--- src/rtl/keypad_emulator.sv ---
// Keypad-side model of a 4x4 matrix: queues key codes and answers the scanner's column drive on RowIn.
// Latency: a key pushed into an idle empty queue is popped one edge later; RowIn drops on the edge where ColOut matches.
// Backpressure: key_ready falls when the queue holds FIFO_DEPTH codes; pushes while full are ignored.
module keypad_emulator #(
  parameter int FIFO_DEPTH     = 4,
  parameter int HOLD_CYCLES    = 8,
  parameter int RELEASE_CYCLES = 4,
  parameter int SCAN_TIMEOUT   = 1024
) (
  input  logic                          clk,
  input  logic                          RST,
  input  logic                          key_valid,
  input  logic [3:0]                    key_code,
  output logic                          key_ready,
  input  logic                          flush,
  input  logic [3:0]                    ColOut,
  output logic [3:0]                    RowIn,
  output logic                          busy,
  output logic [$clog2(FIFO_DEPTH):0]   queued,
  output logic                          key_done,
  output logic                          timeout_err
);

  localparam int AW   = $clog2(FIFO_DEPTH);
  localparam int QW   = AW + 1;
  localparam int TW   = $clog2(SCAN_TIMEOUT);
  localparam int CMAX = (HOLD_CYCLES > RELEASE_CYCLES) ? HOLD_CYCLES : RELEASE_CYCLES;
  localparam int CW   = $clog2(CMAX + 1);

  localparam logic [1:0] IDLE     = 2'd0;
  localparam logic [1:0] WAIT_COL = 2'd1;
  localparam logic [1:0] PRESS    = 2'd2;
  localparam logic [1:0] RELEASE  = 2'd3;

  logic [1:0]    state_q, state_d;
  logic [3:0]    cur_q, cur_d;
  logic [TW-1:0] timer_q, timer_d;
  logic [CW-1:0] cnt_q, cnt_d;
  logic [3:0]    rowin_q, rowin_d;
  logic          done_q, done_d;
  logic          tmo_q, tmo_d;
  logic [QW-1:0] count_q, count_d;
  logic [AW-1:0] wr_ptr_q, wr_ptr_d;
  logic [AW-1:0] rd_ptr_q, rd_ptr_d;
  logic [3:0]    mem_q [FIFO_DEPTH];
  logic          push, pop;

  assign key_ready   = (count_q < QW'(FIFO_DEPTH));
  assign queued      = count_q;
  assign busy        = (state_q != IDLE) || (count_q != '0);
  assign RowIn       = rowin_q;
  assign key_done    = done_q;
  assign timeout_err = tmo_q;

  // Next-state: key FSM, queue bookkeeping, and flush override (flush beats everything).
  always_comb begin
    state_d = state_q;
    cur_d   = cur_q;
    timer_d = timer_q;
    cnt_d   = cnt_q;
    rowin_d = rowin_q;
    tmo_d   = 1'b0;
    pop     = 1'b0;
    push    = key_valid && key_ready && !flush;

    case (state_q)
      IDLE: begin
        rowin_d = 4'hF;
        if (count_q != '0) begin
          pop     = 1'b1;
          cur_d   = mem_q[rd_ptr_q];
          timer_d = '0;
          state_d = WAIT_COL;
        end
      end
      WAIT_COL: begin
        // A non-one-hot ColOut can never equal a single-zero pattern, so it never matches.
        if (ColOut == ~(4'b0001 << cur_q[1:0])) begin
          state_d = PRESS;
          rowin_d = ~(4'b0001 << cur_q[3:2]);
          cnt_d   = '0;
        end else if (timer_q == TW'(SCAN_TIMEOUT - 1)) begin
          state_d = IDLE;
          tmo_d   = 1'b1;
          timer_d = '0;
        end else begin
          timer_d = timer_q + TW'(1);
        end
      end
      PRESS: begin
        if (cnt_q == CW'(HOLD_CYCLES - 1)) begin
          state_d = RELEASE;
          rowin_d = 4'hF;
          cnt_d   = '0;
        end else begin
          cnt_d = cnt_q + CW'(1);
        end
      end
      default: begin
        rowin_d = 4'hF;
        if (cnt_q == CW'(RELEASE_CYCLES - 1)) begin
          state_d = IDLE;
          cnt_d   = '0;
        end else begin
          cnt_d = cnt_q + CW'(1);
        end
      end
    endcase

    if (flush) begin
      state_d = IDLE;
      rowin_d = 4'hF;
      timer_d = '0;
      cnt_d   = '0;
      tmo_d   = 1'b0;
      pop     = 1'b0;
    end

    // key_done is registered, so raise it on the edge that enters the last release cycle.
    done_d = (state_d == RELEASE) && (cnt_d == CW'(RELEASE_CYCLES - 1));

    wr_ptr_d = flush ? '0 : (push ? wr_ptr_q + AW'(1) : wr_ptr_q);
    rd_ptr_d = flush ? '0 : (pop  ? rd_ptr_q + AW'(1) : rd_ptr_q);
    count_d  = flush ? '0 : (count_q + QW'(push) - QW'(pop));
  end

  // State, counters and queue pointers with asynchronous reset.
  always_ff @(posedge clk or posedge RST) begin
    if (RST) begin
      state_q  <= IDLE;
      cur_q    <= '0;
      timer_q  <= '0;
      cnt_q    <= '0;
      rowin_q  <= 4'hF;
      done_q   <= 1'b0;
      tmo_q    <= 1'b0;
      count_q  <= '0;
      wr_ptr_q <= '0;
      rd_ptr_q <= '0;
    end else begin
      state_q  <= state_d;
      cur_q    <= cur_d;
      timer_q  <= timer_d;
      cnt_q    <= cnt_d;
      rowin_q  <= rowin_d;
      done_q   <= done_d;
      tmo_q    <= tmo_d;
      count_q  <= count_d;
      wr_ptr_q <= wr_ptr_d;
      rd_ptr_q <= rd_ptr_d;
    end
  end

  // Queue storage; contents are only read when count_q says they are valid, so no reset.
  always_ff @(posedge clk) begin
    if (push) mem_q[wr_ptr_q] <= key_code;
  end

endmodule

--- config.mk ---
export PLATFORM = sky130hd
export DESIGN_NAME = keypad_emulator
export DESIGN_NICKNAME = d
export VERILOG_FILES = /design/src/rtl/keypad_emulator.sv
export SDC_FILE = /design/constraint.sdc
export NUM_CORES = 1
export LEC_CHECK = 0
export ABC_AREA = 0
export CAP_MARGIN = 40
export CORE_UTILIZATION = 49
export CTS_BUF_LIST = sky130_fd_sc_hd__clkbuf_4
export CTS_CLUSTER_DIAMETER = 120
export CTS_CLUSTER_SIZE = 24
export DETAILED_ROUTE_END_ITERATION = 12
export GPL_ROUTABILITY_DRIVEN = 0
export HOLD_SLACK_MARGIN = 0.1
export MAX_ROUTING_LAYER = met4
export PLACE_DENSITY = 0.74
export SKIP_LAST_GASP = 1
export SLEW_MARGIN = 20
export SYNTH_ARGS = -nofsm -noshare
export SYNTH_HDL_FRONTEND = slang
export SYNTH_SLANG_ARGS = --single-unit
--- constraint.sdc ---
create_clock -name clk -period 3.15 [get_ports clk]
set_input_delay 0.7875 -clock clk [delete_from_list [all_inputs] [get_ports clk]]
set_output_delay 0.7875 -clock clk [all_outputs]
set_load 0.005 [all_outputs]
Word level (Yosys, flattened, before mapping)

Memories as Yosys holds them, arrays and structs flattened. A register that Yosys moved wholly into a read port is not among the register bits.
Cells that the tools add are included.
Widths: inputs -> output; s select.

Flip-flop bits (word level): 29
Memory bits (writable): 16
Output and inout bits: 11
Logic and storage cells: 82
Memories kept: 1

$add $sub $neg: 6
Order comparisons: 1
Equality and inequality tests: 12
Shifts and indexed selects: 2
Mux-type cells: 35
Bitwise logic cells: 2
Reduce and logical (&&, ||, !) cells: 14

Memory list:

| name  | depth | bits a word | rd ports | clocked after Yosys merged registers in | write ports | RTL line | text |
|---|---|---|---|---|---|---|---|
| mem_q | 4     | 4           | 1        | 1                                       | 1           | 45       | `logic [3:0] mem_q [FIFO_DEPTH];` |

Operators with widths:

| kind                  | count |
|---|---|
| $mux 10               | 4 |
| $mux 4                | 7 |
| $mux 2                | 10 |
| $pmux 10 s2           | 1 |
| $ne 3x3->1 const B    | 4 |
| $pmux 4 s3            | 1 |
| $add 10x1->10 const B | 1 |
| $eq 10x10->1 const B  | 1 |
| $mux 1                | 9 |
| $eq 4x2->1 const B    | 2 |
| $not 4->4             | 2 |
| $pmux 4 s2            | 1 |
| $shl 1x2->4 const A   | 2 |
| $pmux 2 s3            | 1 |
| $reduce_bool 2->1     | 3 |
| $reduce_bool 3->1     | 2 |
| $add 2x1->2 const B   | 2 |
| $add 4x1->4 const B   | 1 |
| $eq 2x2->1 const B    | 2 |
| $eq 4x3->1 const B    | 1 |
| $eq 4x4->1            | 1 |
| $reduce_and 2->1      | 2 |
| $add 3x1->3           | 1 |
| $logic_and 1x1->1     | 3 |
| other kinds (8)       | 8 |

Logic depth before layout (Yosys ltp)

Gate-level depths: netlist of the first run.

Depth after elaboration: 8
Mapped depth: 12

Least setup slack after synthesis of the first run

OpenSTA, ideal clock, no wires.

Path type: input-to-reg
Start point: input flush
End point: register count_q[2] (netlist: queued[2])
Library setup time: 0.132 ns
Arrival time: 2.590 ns
Required time: 3.018 ns
Slack: 0.428 ns
Stages: 11
Path buffers: 2
Cell sequence: clkbuf_1 -> clkbuf_1 -> nor2_1 -> ha_1 -> inv_1 -> ha_1 -> inv_1 -> fa_1 -> xor2_1 -> xnor2_1 -> nor2_1

Longest elaborated chain between the ends: 5
Elaborated cells on any way between the ends: 6
Those cells by class: 2 x add/sub; 2 x mux; 2 x reduce/logical

RTL lines:

| what                   | RTL line | text |
|---|---|---|
| start: declaration     | 15       | `input logic flush,` |
| $logic_not 1->1        | 64       | `push = key_valid && key_ready && !flush;` |
| $logic_and 1x1->1      | 64       |  |
| $add 3x1->3            | 124      | `count_d = flush ? '0 : (count_q + QW'(push) - QW'(pop));` |
| $sub 3x1->3            | 124      |  |
| $mux 3 (*)             | 124      |  |
| via count_d[2]         | 42       | `logic [QW-1:0] count_q, count_d;` |
| end signal: assignment | 148      | `count_q <= count_d;` |
| end: declaration       | 42       |  |

The timed path passes the listed nets; every way through them passes the cells marked *.
A chain may end at the register's enable or synchronous reset.

Worst setup path in the final report of the first run

Start point: register count_q[1] (netlist: queued[1])
End point: output busy

Longest elaborated chain between the ends: 2

RTL lines:

| what              | RTL line | text |
|---|---|---|
| $reduce_bool 3->1 | 50       | `assign busy = (state_q != IDLE) \|\| (count_q != '0);` |
| $logic_or 1x1->1  | 50       |  |
| end: declaration  | 18       | `output logic busy,` |

No other way between the ends.

==> flow_summary.yaml, run 1 <==
detailed_routing:
  firstDrtPassIters: 4
  first_iter_violations: 116
  wl_per_cell_um: 12.87
  wl_um: 4169
  antenna_left: 0
  vias: 1706
  viasPerCell: 5.265
  drc: 0
power_and_ir_drop:
  power_density_nw_per_um2: 655.1
  ir_worst_vdd_v: 0.0003904
  p_leak_nw: 1.150
synthesis:
  ys_ff_latch: 49
  synth_area_um2: 2431
  synth_fa_ha_area_share_pct: 4.941
  synth-simple-area-share_pct: 19.92
  synth_compound_area_share_pct: 10.09
  synth_top_family_by_area: "simple AND/OR/NAND/NOR gates"
  synthCells: 229
  synth-edff-count: 16
  synthMuxAreaShare_pct: 6.176
  yosysTopAreaCell: "dfrtp_1"
  synthTopCellsByArea: "dfrtp_1 (30%), edfxtp_1 (20%), nand2_1 (5.1%), dfstp_2 (4.3%), nor2_1 (4.2%)"
  synth_cell_types: 40
  syn_nets: 250
  synth_top_area_share_pct: 29.85
  yosys_warnings: 0
  syn_area_per_cell_um2: 10.62
  synth_seq_area_share_pct: 53.94
  yosysMostFrequentCell: "nand2_1"
  synth_common_cells: "nand2_1 (33), dfrtp_1 (29), nor2_1 (27)"
  synth-xor-area-share_pct: 2.162
  async_flop_share_pct: 67.35
  synthFlopType: "dfrtp_1"
layout:
  area_growth_pct: 16.11
  nNetsFinal: 277
  fillers: 415
  n_antenna_cell: 0
  final_area_um2: 2823
  stdcell_count: 324
  final_layout_size_suffix_gt1_share_pct: 10.12
clock_network:
  postCtsHoldBufs: 0
  cts_tree: "yes"
  cts.path.max_buffers: 2
  postCtsResizedCells: 0
  cts_buffers: 5
  clock_sinks: 49
  path_clk_slew_ns: 0.14
  cts-root-buf: "clkbuf_4"
  clock_latency_ns: 0.36
  post-cts-setup-buffers: 0
  cts_max_level: 2
timing:
  period_minus_slack_ns: 2.550
  worst_pin_slew_ns: 0.6388
  slew_headroom_pct: 57.08
  fin_ws_ns: 0.5998
  rsz0062_at_grt: "no"
  hold_viol: 0
  skew_ns: 0.007104
  fin_crit_sh_pct: 80.96
  setup_viol: 0
  hold_ws_ns: 0.5333
  drv_slew: 0
  clock.fmax_mhz: 392.1
  finalSetupTns_ns: 0
place:
  pre_cts_slack_ns: 0.2684
  dp_hpwl_um: 3054
  dp.cells: 316
  io_buffer_count: 22
  dpl_cell_area_um2: 2739
worst_setup_path:
  cp.arrival_ns: 1.76
  end_kind: "output port"
  cp-start-kind: "register"
  cp_max_fo: 4
  crit_required_ns: 2.36
  critPathKind: "register to output port"
die:
  die_h_um: 72.44
  die-area_um2: 5247
  ios: 23
  die_width_um: 72.44
  core_area_um2: 4755
  start_util_pct: 51.13
  placementRows: 25
global_route:
  grt_pass1_vias: 1616
  grt_max_degree: 34
  antenna_found_initial: 0
  grt_pass1_wl_um: 7348
  gr-total-overflow: 0
  track_usage_pct: 18.91
run:
  drv_cap: 0
min_path:
  hold_path.class: "register to register"
run_status:
  status: "finished, final reports clean"
==> critical path, stage by stage (launching register included) <==
cell and delay, ns:
dfrtp_1 0.46, nor3_1 0.35, nand2_1 0.12, clkdlybuf4s50_1 0.48
==> per-layer routing <==
layer | track usage (%) | share of wire (%)
met1 | 24.19 | 48
met2 | 30.22 | 48
met3 | 4.167 | 2.7
met4 | 5.882 | 1.3
met5 | - | 0
==> path summary, 6_finish.rpt <==
check	startpoint	endpoint	slack (ns)	cells past startpoint
max	queued[1]	busy	0.60	3
min	timer_q[2]	timer_q[2]	0.53	1
max reg2reg	queued[1]	queued[2]	0.78	11
min reg2reg	timer_q[2]	timer_q[2]	0.53	1
max in group asynchronous	RST	RowIn[0]	2.04	3
min in group asynchronous	RST	wr_ptr_q[1]	0.78	3
==> through the flow <==
| step | total power, mW | util, % |
|---|---|---|
| 2_1_floorplan | 1.289 | - |
| 6_report | 1.849 | 59.37 |
| 3_3_place_gp | 1.487 | 57.61 |
| 3_5_place_dp | 1.498 | 57.61 |
| 4_1_cts | 1.872 | 59.37 |
| 5_1_grt | 2.000 | 59.37 |
==> cell families after synthesis <==
kind of cell | count (synthesis)
AOI/OAI and AO/OA | 35
xor gates and xnor gates | 6
buffers and inverters | 17
DFF | 49
muxes | 10
and+or+nand+nor | 103
adders and majority gates | 9
==> cell type report <==
class                   count  area, µm²  share of cell area, %
well taps                  67      83.83                  2.970
inverters                  11      41.29                  1.463
clock buffers               5      37.54                  1.330
multi-input cells         163       1052                  37.28
flip-flops and latches     49       1311                  46.45
clock inverters             3      46.29                  1.640
repair buffers             26      250.2                  8.865
==> power by group <==
group / internal, mW / total, mW / switching [mW]
logic: 0.315 / 0.625 / 0.310
clock network: 0.168 / 0.373 / 0.205
registers: 0.750 / 0.851 / 0.101
==> state kept, by name, summed over array words and instances, names as in the netlist <==
name	count
mem_q	16
timer_q	10
RowIn	4
cnt_q	4
cur_q	4
queued	3
rd_ptr_q	2
state_q	2
wr_ptr_q	2
key_done	1
timeout_err	1
==> cell usage in the layout, fill, tap and decap left out, types with 3 or more instances in the layout <==
cell type	synthesis	final
mux4_2	4	4
ha_1	8	8
a31oi_1	3	3
dfstp_2	4	4
xnor2_1	3	3
mux2i_1	6	6
nor2b_1	5	5
clkbuf_4	0	5
nor2_1	27	27
nor3_1	10	10
nand3_1	8	8
dfrtp_1	29	29
o21ai_0	16	16
a21oi_1	4	4
xor2_1	3	3
inv_1	11	11
buf_4	0	4
clkdlybuf4s50_1	0	22
and2_1	5	5
edfxtp_1	16	16
nand2_1	33	33
o31ai_1	4	4
(Power assumes the default switching activity.)
==> inputs of run 2 (changes only) <==
==> constraint.sdc (replaced) <==
create_clock -name clk -period 2.5 [get_ports clk]
set_input_delay 0.625 -clock clk [delete_from_list [all_inputs] [get_ports clk]]
set_output_delay 0.625 -clock clk [all_outputs]
set_load 0.005 [all_outputs]
==> run 2 against run 1 <==
Net effect: clock power decreased by 1%; first-iteration DRC count increased by 34%; wire length increased by 4.0%; setup slack got worse by 0.44 ns; die area unchanged; hold slack got worse by 0.00083 ns; design area increased by 2.0%; clock-buffer cell count unchanged; global-route usage increased by 0.17 points; critical path type unchanged; largest power group unchanged.
==> flow_summary.yaml, run 2 (synthesis gave the netlist of run 1 again) <==
clock_network:
  postCtsHoldBufs: 0
  postCtsResizedCells: 0
  clock_latency_ns: 0.36
  cts_buffers: 5
  path_clk_slew_ns: 0.14
  clock_sinks: 49
  post-cts-setup-buffers: 0
  cts_max_level: 2
  cts-root-buf: "clkbuf_4"
  cts_tree: "yes"
  cts.path.max_buffers: 2
layout:
  area_growth_pct: 18.43
  final_layout_size_suffix_gt1_share_pct: 13.86
  regMostFlops: "mem_q"
  final_area_um2: 2879
  largest_reg_flops: 16
  nNetsFinal: 287
  fin_util_pct: 60.55
  n_antenna_cell: 0
  top_regs: "mem_q: 16 flops, timer_q: 10 flops"
  mostFrequentLayoutCells: "nand2_1 (33), dfrtp_1 (29), nor2_1 (27)"
  final_common_cell: "nand2_1"
  fillers: 413
detailed_routing:
  wl_um: 4336
  first_iter_violations: 156
  firstDrtPassIters: 4
  wl_per_cell_um: 12.98
  viasPerCell: 5.341
  vias: 1784
  drc: 0
  antenna_left: 0
worst_setup_path:
  cp.arrival_ns: 1.72
  startpoint: "queued[0]"
  r2r-end: "queued[2]"
  end_kind: "output port"
  cpPeakStageDelay_ns: 0.45
  r2r_slack_ns: 0.21
  worstPathCellList: "nor3_2 > buf_4 > nand2_1 > clkdlybuf4s50_1"
  crit_slowest_cell: "clkdlybuf4s50_1"
  crit_path_end: "busy"
  cp_max_fo: 3
  cp-start-kind: "register"
  crit_required_ns: 1.88
  timing.rr.start: "queued[0]"
  critPathKind: "register to output port"
  worstRegToRegCells: 11
timing:
  fin_ws_ns: 0.1593
  rsz0062_at_grt: "no"
  fin_crit_sh_pct: 93.63
  worst_pin_slew_ns: 0.6594
  period_minus_slack_ns: 2.341
  hold_ws_ns: 0.5324
  hold_viol: 0
  clock.fmax_mhz: 427.2
  setup_viol: 0
  slew_headroom_pct: 55.70
  skew_ns: 0.005764
  drv_slew: 0
global_route:
  globalRouteMet3Util_pct: 5.694
  gr-total-overflow: 0
  grt_use_met1_pct: 22.83
  antenna_found_initial: 0
  track_usage_pct: 19.08
  grt_max_degree: 34
  top_usage_layer: "met2"
  grt_pass1_vias: 1662
  use_met2_pct: 30.01
  grt_pass1_wl_um: 7355
place:
  dp_hpwl_um: 3203
  dpl_cell_area_um2: 2814
  pre_cts_slack_ns: -0.1885
  io_buffer_count: 22
run_status:
  status: "finished, final reports clean"
min_path:
  hold_path.class: "register to register"
power_and_ir_drop:
  ir_worst_vdd_v: 0.0004805
  combPwrFrac_pct: 38.7
  switchingPower_uw: 805.6
  clock_power_share_pct: 15.9
  p_int_mw: 1.505
  seqPwrFrac_pct: 45.3
  sw_frac_of_total_pct: 34.87
  total_power_mw: 2.310
  power_density_nw_per_um2: 802.5
  p_leak_nw: 1.182
die:
  die_width_um: 72.44
  die_h_um: 72.44
  placementRows: 25
  start_util_pct: 51.13
  core_area_um2: 4755
  die-area_um2: 5247
  ios: 23
run:
  drv_cap: 0
[run 2: area by class of cell]
cell class | count | area, µm² | area share (%)
well taps | 67 | 83.83 | 2.912
clock buffers | 5 | 37.54 | 1.304
flip-flops and latches | 49 | 1311 | 45.55
multi-input cells | 163 | 1057 | 36.72
inverters | 11 | 41.29 | 1.434
repair buffers | 36 | 325.3 | 11.30
clock inverters | 3 | 22.52 | 0.7823
[run 2: worst min path at each step]
stage | startpoint | end | slack (ns) | cells after the start
3_5_place_dp | timer_q[5] | timer_q[5] | 0.51 | 1
4_1_cts | timer_q[5] | timer_q[5] | 0.52 | 1
2_1_floorplan | timer_q[3] | timer_q[3] | 0.47 | 1
6_report | timer_q[5] | timer_q[5] | 0.53 | 1
3_3_place_gp | timer_q[1] | timer_q[1] | 0.50 | 2
5_1_grt | timer_q[4] | timer_q[4] | 0.55 | 1
[run 2: worst max-delay path: cells and delay by family (launching register included)]
family / cells / cell delay (ns)
flip-flops: 1 / 0.44
buffers and inverters: 2 / 0.60
AND/OR/NAND/NOR: 2 / 0.32
[run 2: power groups by stage]
| stage | Sequential (mW) | Combinational, mW | Clock, mW |
|---|---|---|---|
| finish | 1.05 | 0.895 | 0.368 |
| detailed placement | 1.06 | 0.896 | 0 |
| global route | 1.07 | 1.01 | 0.401 |
| global placement | 1.06 | 0.878 | 0 |
| floorplan | 1.04 | 0.589 | 0 |
| CTS | 1.04 | 0.900 | 0.378 |
[run 2: layer usage]
layer / up-vias / part of all wire (%)
li1: 880 / -
met1: 839 / 43
met3: 15 / 5.0
met4: 0 / 2.9
met5: - / 0
met2: 50 / 49
[run 2: per-stage QoR]
stage	setup TNS (ns)	instances
finish	0	334
global route	0	334
CTS	0	334
detailed placement	-0.1885	326
global placement	-0.1144	326
floorplan	0	229
==> inputs of run 3 (changes only) <==
--- a/config.mk
+++ b/config.mk
@@ -6,7 +6,9 @@
 export NUM_CORES = 1
 export LEC_CHECK = 0
 export ABC_AREA = 0
-export CAP_MARGIN = 40
+export ABC_CLOCK_PERIOD_IN_PS = 2500
+export CAP_MARGIN = 20
+export CORE_MARGIN = 2
 export CORE_UTILIZATION = 49
 export CTS_BUF_LIST = sky130_fd_sc_hd__clkbuf_4
 export CTS_CLUSTER_DIAMETER = 120
==> run 3 against run 2 <==
Net effect: sequential power about the same; critical path depth unchanged; wire length down 1.2%; sequential cell count unchanged; setup slack worse by 0.041 ns; clock power up 5%; clock-buffer cell count unchanged; first-iteration DRC count down 2.6%; register-to-register slack better by 0.04 ns; core utilization up 0.61 points; largest power group unchanged.
==> flow_summary.yaml, run 3 (synthesis gave the netlist of run 1 again) <==
place:
  io_buffer_count: 22
  dpl_cell_area_um2: 2844
  dp_hpwl_um: 3253
die:
  core_area_um2: 4755
  die-area_um2: 5541
  die_h_um: 74.44
  ios: 23
  start_util_pct: 51.13
  placementRows: 25
  die_width_um: 74.44
global_route:
  grt_pass1_vias: 1660
  antenna_found_initial: 0
  grt_max_degree: 34
  grt_pass1_wl_um: 7265
  track_usage_pct: 17.76
  gr-total-overflow: 0
power_and_ir_drop:
  p_leak_nw: 1.213
  switchingPower_uw: 814.9
  p_int_mw: 1.517
  power_density_nw_per_um2: 801.9
  seqPwrFrac_pct: 44.8
  clock_power_share_pct: 16.6
  combPwrFrac_pct: 38.6
  ir_worst_vdd_v: 0.0004222
  sw_frac_of_total_pct: 34.95
layout:
  multi_input_area_um2: 1052
  final_common_cell: "nand2_1"
  area_growth_pct: 19.61
  mostFrequentLayoutCells: "nand2_1 (33), dfrtp_1 (29), nor2_1 (27)"
  regMostFlops: "mem_q"
  fin_util_pct: 61.16
  n_antenna_cell: 0
  ff_latch_area_um2: 1311
  nNetsFinal: 291
  final_area_um2: 2908
  final_layout_size_suffix_gt1_share_pct: 14.76
  largest_reg_flops: 16
  fillers: 410
  top_regs: "mem_q: 16 flops, timer_q: 10 flops"
timing:
  skew_ns: 0.005989
  fin_crit_sh_pct: 95.25
  drv_slew: 0
  worst_pin_slew_ns: 0.6625
  rsz0062_at_grt: "no"
  clock.fmax_mhz: 419.9
  hold_viol: 0
  period_minus_slack_ns: 2.381
  finalSetupTns_ns: 0
  setup_viol: 0
  slew_headroom_pct: 55.50
clock_network:
  path_clk_slew_ns: 0.15
  post-cts-setup-buffers: 0
  postCtsHoldBufs: 0
  cts-root-buf: "clkbuf_4"
  clock_sinks: 49
  cts_max_level: 2
  postCtsResizedCells: 0
  cts_buffers: 5
  clock_latency_ns: 0.36
  cts_tree: "yes"
  cts.path.max_buffers: 2
worst_setup_path:
  worstRegToRegCells: 11
  crit_family: "buffers and inverters"
  cpPeakStageDelay_ns: 0.45
  crit_cells: 4
  crit_slowest_cell: "clkdlybuf4s50_1"
  crit_required_ns: 1.88
  critical_path_buf_inv_count: 2
  cp_max_fo: 3
  critPathKind: "register to output port"
  worstPathCellList: "nor3_1 > buf_4 > nand2_1 > clkdlybuf4s50_1"
  end_kind: "output port"
  cp-start-kind: "register"
  cp.arrival_ns: 1.76
detailed_routing:
  first_iter_violations: 152
  antenna_left: 0
  viasPerCell: 5.195
  wl_um: 4282
  vias: 1756
  wl_per_cell_um: 12.67
  drc: 0
  firstDrtPassIters: 4
min_path:
  hold_path.class: "register to register"
  min_path_cells: 1
run:
  drv_cap: 0
run_status:
  status: "finished, final reports clean"
==> run 3: path summary, 6_finish.rpt <==
kind | slack, ns | startpoint | endpoint
max in group asynchronous | 1.55 | RST | RowIn[3]
setup / recovery | 0.12 | queued[0] | busy
hold reg to reg | 0.52 | timer_q[3] | timer_q[3]
hold / removal | 0.52 | timer_q[3] | timer_q[3]
setup reg to reg | 0.25 | queued[0] | queued[2]
min in group asynchronous | 0.62 | RST | wr_ptr_q[1]
==> run 3: final cells by class <==
type / count / share of cell area (%)
Sequential cell: 49 / 45.09
Multi-Input combinational cell: 163 / 36.19
Timing Repair Buffer: 40 / 12.22
Tap cell: 67 / 2.883
Inverter: 11 / 1.420
Clock buffer: 5 / 1.291
Clock inverter: 3 / 0.9036
==> run 3: routing by layer <==
metal  part of all wire, %  vias up  global-route usage (%)
li1                      -      889                       -
met1                    48      835                   22.83
met2                    48       30                   27.43
met3                   3.7        2                   4.878
met4                  0.58        0                   5.754
met5                     0        -                       -
==> run 3: per-stage QoR <==
step | instances | hold slack [ns] | total power [mW] | setup WS, ns
2_1_floorplan | 229 | 0.4692 | 1.625 | 0.03681
6_report | 338 | 0.5249 | 2.332 | 0.1187
5_1_grt | 338 | 0.5565 | 2.501 | 0.01297
3_5_place_dp | 330 | 0.5086 | 1.971 | -0.1372
3_3_place_gp | 330 | 0.4953 | 1.950 | -0.1089
4_1_cts | 338 | 0.5277 | 2.355 | 0.06403
==> run 3: power groups by stage <==
| stage | Sequential [mW] | Combinational, mW | Clock [mW] |
|---|---|---|---|
| floorplan | 1.04 | 0.589 | 0 |
| global placement | 1.06 | 0.892 | 0 |
| detailed placement | 1.06 | 0.909 | 0 |
| CTS | 1.05 | 0.911 | 0.397 |
| global route | 1.06 | 1.01 | 0.425 |
| finish | 1.05 | 0.900 | 0.386 |
==> variant, RTL diff (settings of run 3) <==
The parameter `FIFO_DEPTH` goes from 4 to 8.
--- a/src/rtl/keypad_emulator.sv
+++ b/src/rtl/keypad_emulator.sv
@@ -3,5 +3,5 @@
 // Backpressure: key_ready falls when the queue holds FIFO_DEPTH codes; pushes while full are ignored.
 module keypad_emulator #(
-  parameter int FIFO_DEPTH     = 4,
+  parameter int FIFO_DEPTH     = 8,
   parameter int HOLD_CYCLES    = 8,
   parameter int RELEASE_CYCLES = 4,
Ports: changed (resized queued); port bits go from 23 to 24. No check against the original RTL was run, so the function may have changed too.
==> variant against run 3 <==
- synthesized area increased by 35%
- largest power group unchanged
- setup slack improved by 0.12 ns
- highest routed layer unchanged
- final area increased by 32%
- first-iteration DRC count decreased by 33%
- total power increased by 38%
- sequential power increased by 38%
- sequential cell count increased by 19
- wire length increased by 42%
- worst hold slack improved by 0.022 ns
- clock skew increased by 0.0038 ns
- via count increased by 23%
==> variant: results (changes against run 3) <==
.. list-table::
   :header-rows: 1

   * - Metric
     - Value
   * - Run status
     - completed (unchanged)
   * - Syn Nets
     - 289 (was 250)
   * - Post-synth top flop
     - sky130_fd_sc_hd__edfxtp_1 (was sky130_fd_sc_hd__dfrtp_1)
   * - Fraction of layout instances using a drive strength above 1
     - 18.27% (was 14.76%)
   * - Worst hold slack
     - 0.5464 ns (was 0.5249 ns)
   * - Via-per-instance ratio
     - 5.545 (was 5.195)
   * - Number of global-route vias before repair
     - 2179 (was 1660)
   * - Hold path startpoint
     - timer_q[4] (was timer_q[3])
   * - Share of the synthesized area in compound gates (AO/OA/AOI/OAI)
     - 10.16% (was 10.09%)
   * - Number of input and output port buffers inserted
     - 23 (was 22)
   * - Level count of the clock H-tree
     - 3 (was 2)
   * - Static leakage
     - 1.473 nW (was 1.213 nW)
   * - Worst slew margin
     - 62.67% (was 55.50%)
   * - Portion of total power attributed to the clock network
     - 23.5% (was 16.6%)
   * - Worst-skew pair later-pin latency
     - 0.41 ns (was 0.36 ns)
   * - Router iterations before antenna repair
     - 6 (was 4)
   * - Proportion of synthesized area in mux cells
     - 7.956% (was 6.176%)
   * - All-layer global routing usage
     - 18.87% (was 17.76%)
   * - Worst clock skew on the final layout
     - 0.009811 ns (was 0.005989 ns)
   * - Top area cells in the synthesized netlist
     - sky130_fd_sc_hd__edfxtp_1, sky130_fd_sc_hd__dfrtp_1, sky130_fd_sc_hd__mux4_2 (was sky130_fd_sc_hd__dfrtp_1, sky130_fd_sc_hd__edfxtp_1, sky130_fd_sc_hd__nand2_1)
   * - Largest voltage drop on the vdd net
     - 589.0 uV (was 422.2 uV)
   * - Portion of the post-synthesis area used by sequential elements
     - 56.79% (was 53.94%)
   * - Fraction of synthesis flops using an asynchronous set or reset pin
     - 52.94% (was 67.35%)
   * - Biggest regs
     - mem_q: 32 flops, timer_q: 10 flops (was mem_q: 16 flops, timer_q: 10 flops)
   * - Signal arrival time at the worst endpoint
     - 1.64 ns (was 1.76 ns)
   * - Total detailed-routing wirelength
     - 6.095 mm (was 4.282 mm)
   * - Met2 Track Usage GR
     - 29.60% (was 27.43%)
   * - Internal power
     - 2.141 mW (was 1.517 mW)
   * - Global Route met3 Usage
     - 3.176% (was 4.878%)
   * - Post-detailed-placement half-perimeter wirelength
     - 4.394 mm (was 3.253 mm)
   * - Reg2Reg Launch Point
     - queued[3] (was queued[0])
   * - Xor/xnor share of the synthesized area
     - 2.132% (was 2.162%)
   * - Worst min-delay path endpoint
     - timer_q[4] (was timer_q[3])
   * - Met3 layer wire length in the routed design
     - 171 um (was 158 um)
## variant: changes by cell type after synthesis, moves of 5 or more
cell	change
sky130_fd_sc_hd__edfxtp_1	+16
sky130_fd_sc_hd__and2_1	-5
sky130_fd_sc_hd__nor2_1	-6
sky130_fd_sc_hd__nor3_1	-5
sky130_fd_sc_hd__nand2_1	-9
sky130_fd_sc_hd__o21ai_0	-9
sky130_fd_sc_hd__nand2b_1	+6
## variant: cells by family (layout without fill, tap and decap cells)
kind of cell             count (synthesis)  after routing
XOR/XNOR                                 8              8
buffers and inverters                   26             71
AO/OA/AOI/OAI                           43             43
multiplexers                            16             16
adder cells (fa/ha/maj)                 10             10
AND/OR/NAND/NOR                         96             96
flip-flops                              68             68
## variant: worst max-delay path: stages, from the launching register on
cell and delay (ns):
sky130_fd_sc_hd__dfrtp_1 0.40, sky130_fd_sc_hd__inv_1 0.09, sky130_fd_sc_hd__ha_1 0.14, sky130_fd_sc_hd__nor3b_2 0.17, sky130_fd_sc_hd__buf_4 0.14, sky130_fd_sc_hd__nand2_1 0.04, sky130_fd_sc_hd__dlygate4sd2_1 0.25
## variant: stage by stage
stage                     cell area [um2]  std cells  worst slack (ns)
final                                3839        389            0.2377
after global routing                 3839        389            0.1209
after CTS                            3839        389            0.2026
after detailed placement             3671        371           -0.1229
after global placement               3671        371          -0.04828
after floorplan                      3288        267           0.07384
## variant: repair_timing
action / CTS / global route
endpoints found under the setup margin: 1 / 0
setup buffers: 2 / 0
resized for setup: 2 / 0
## variant: final cells by class
type / instances / area [um2]
tap: 77 / 96.34
multi-input combinational: 173 / 1310
inverter: 14 / 52.55
timing repair buffer: 41 / 364.1
clock inverter: 7 / 81.33
clock buffer: 9 / 67.56
fill: 511 / 2584
sequential: 68 / 1867
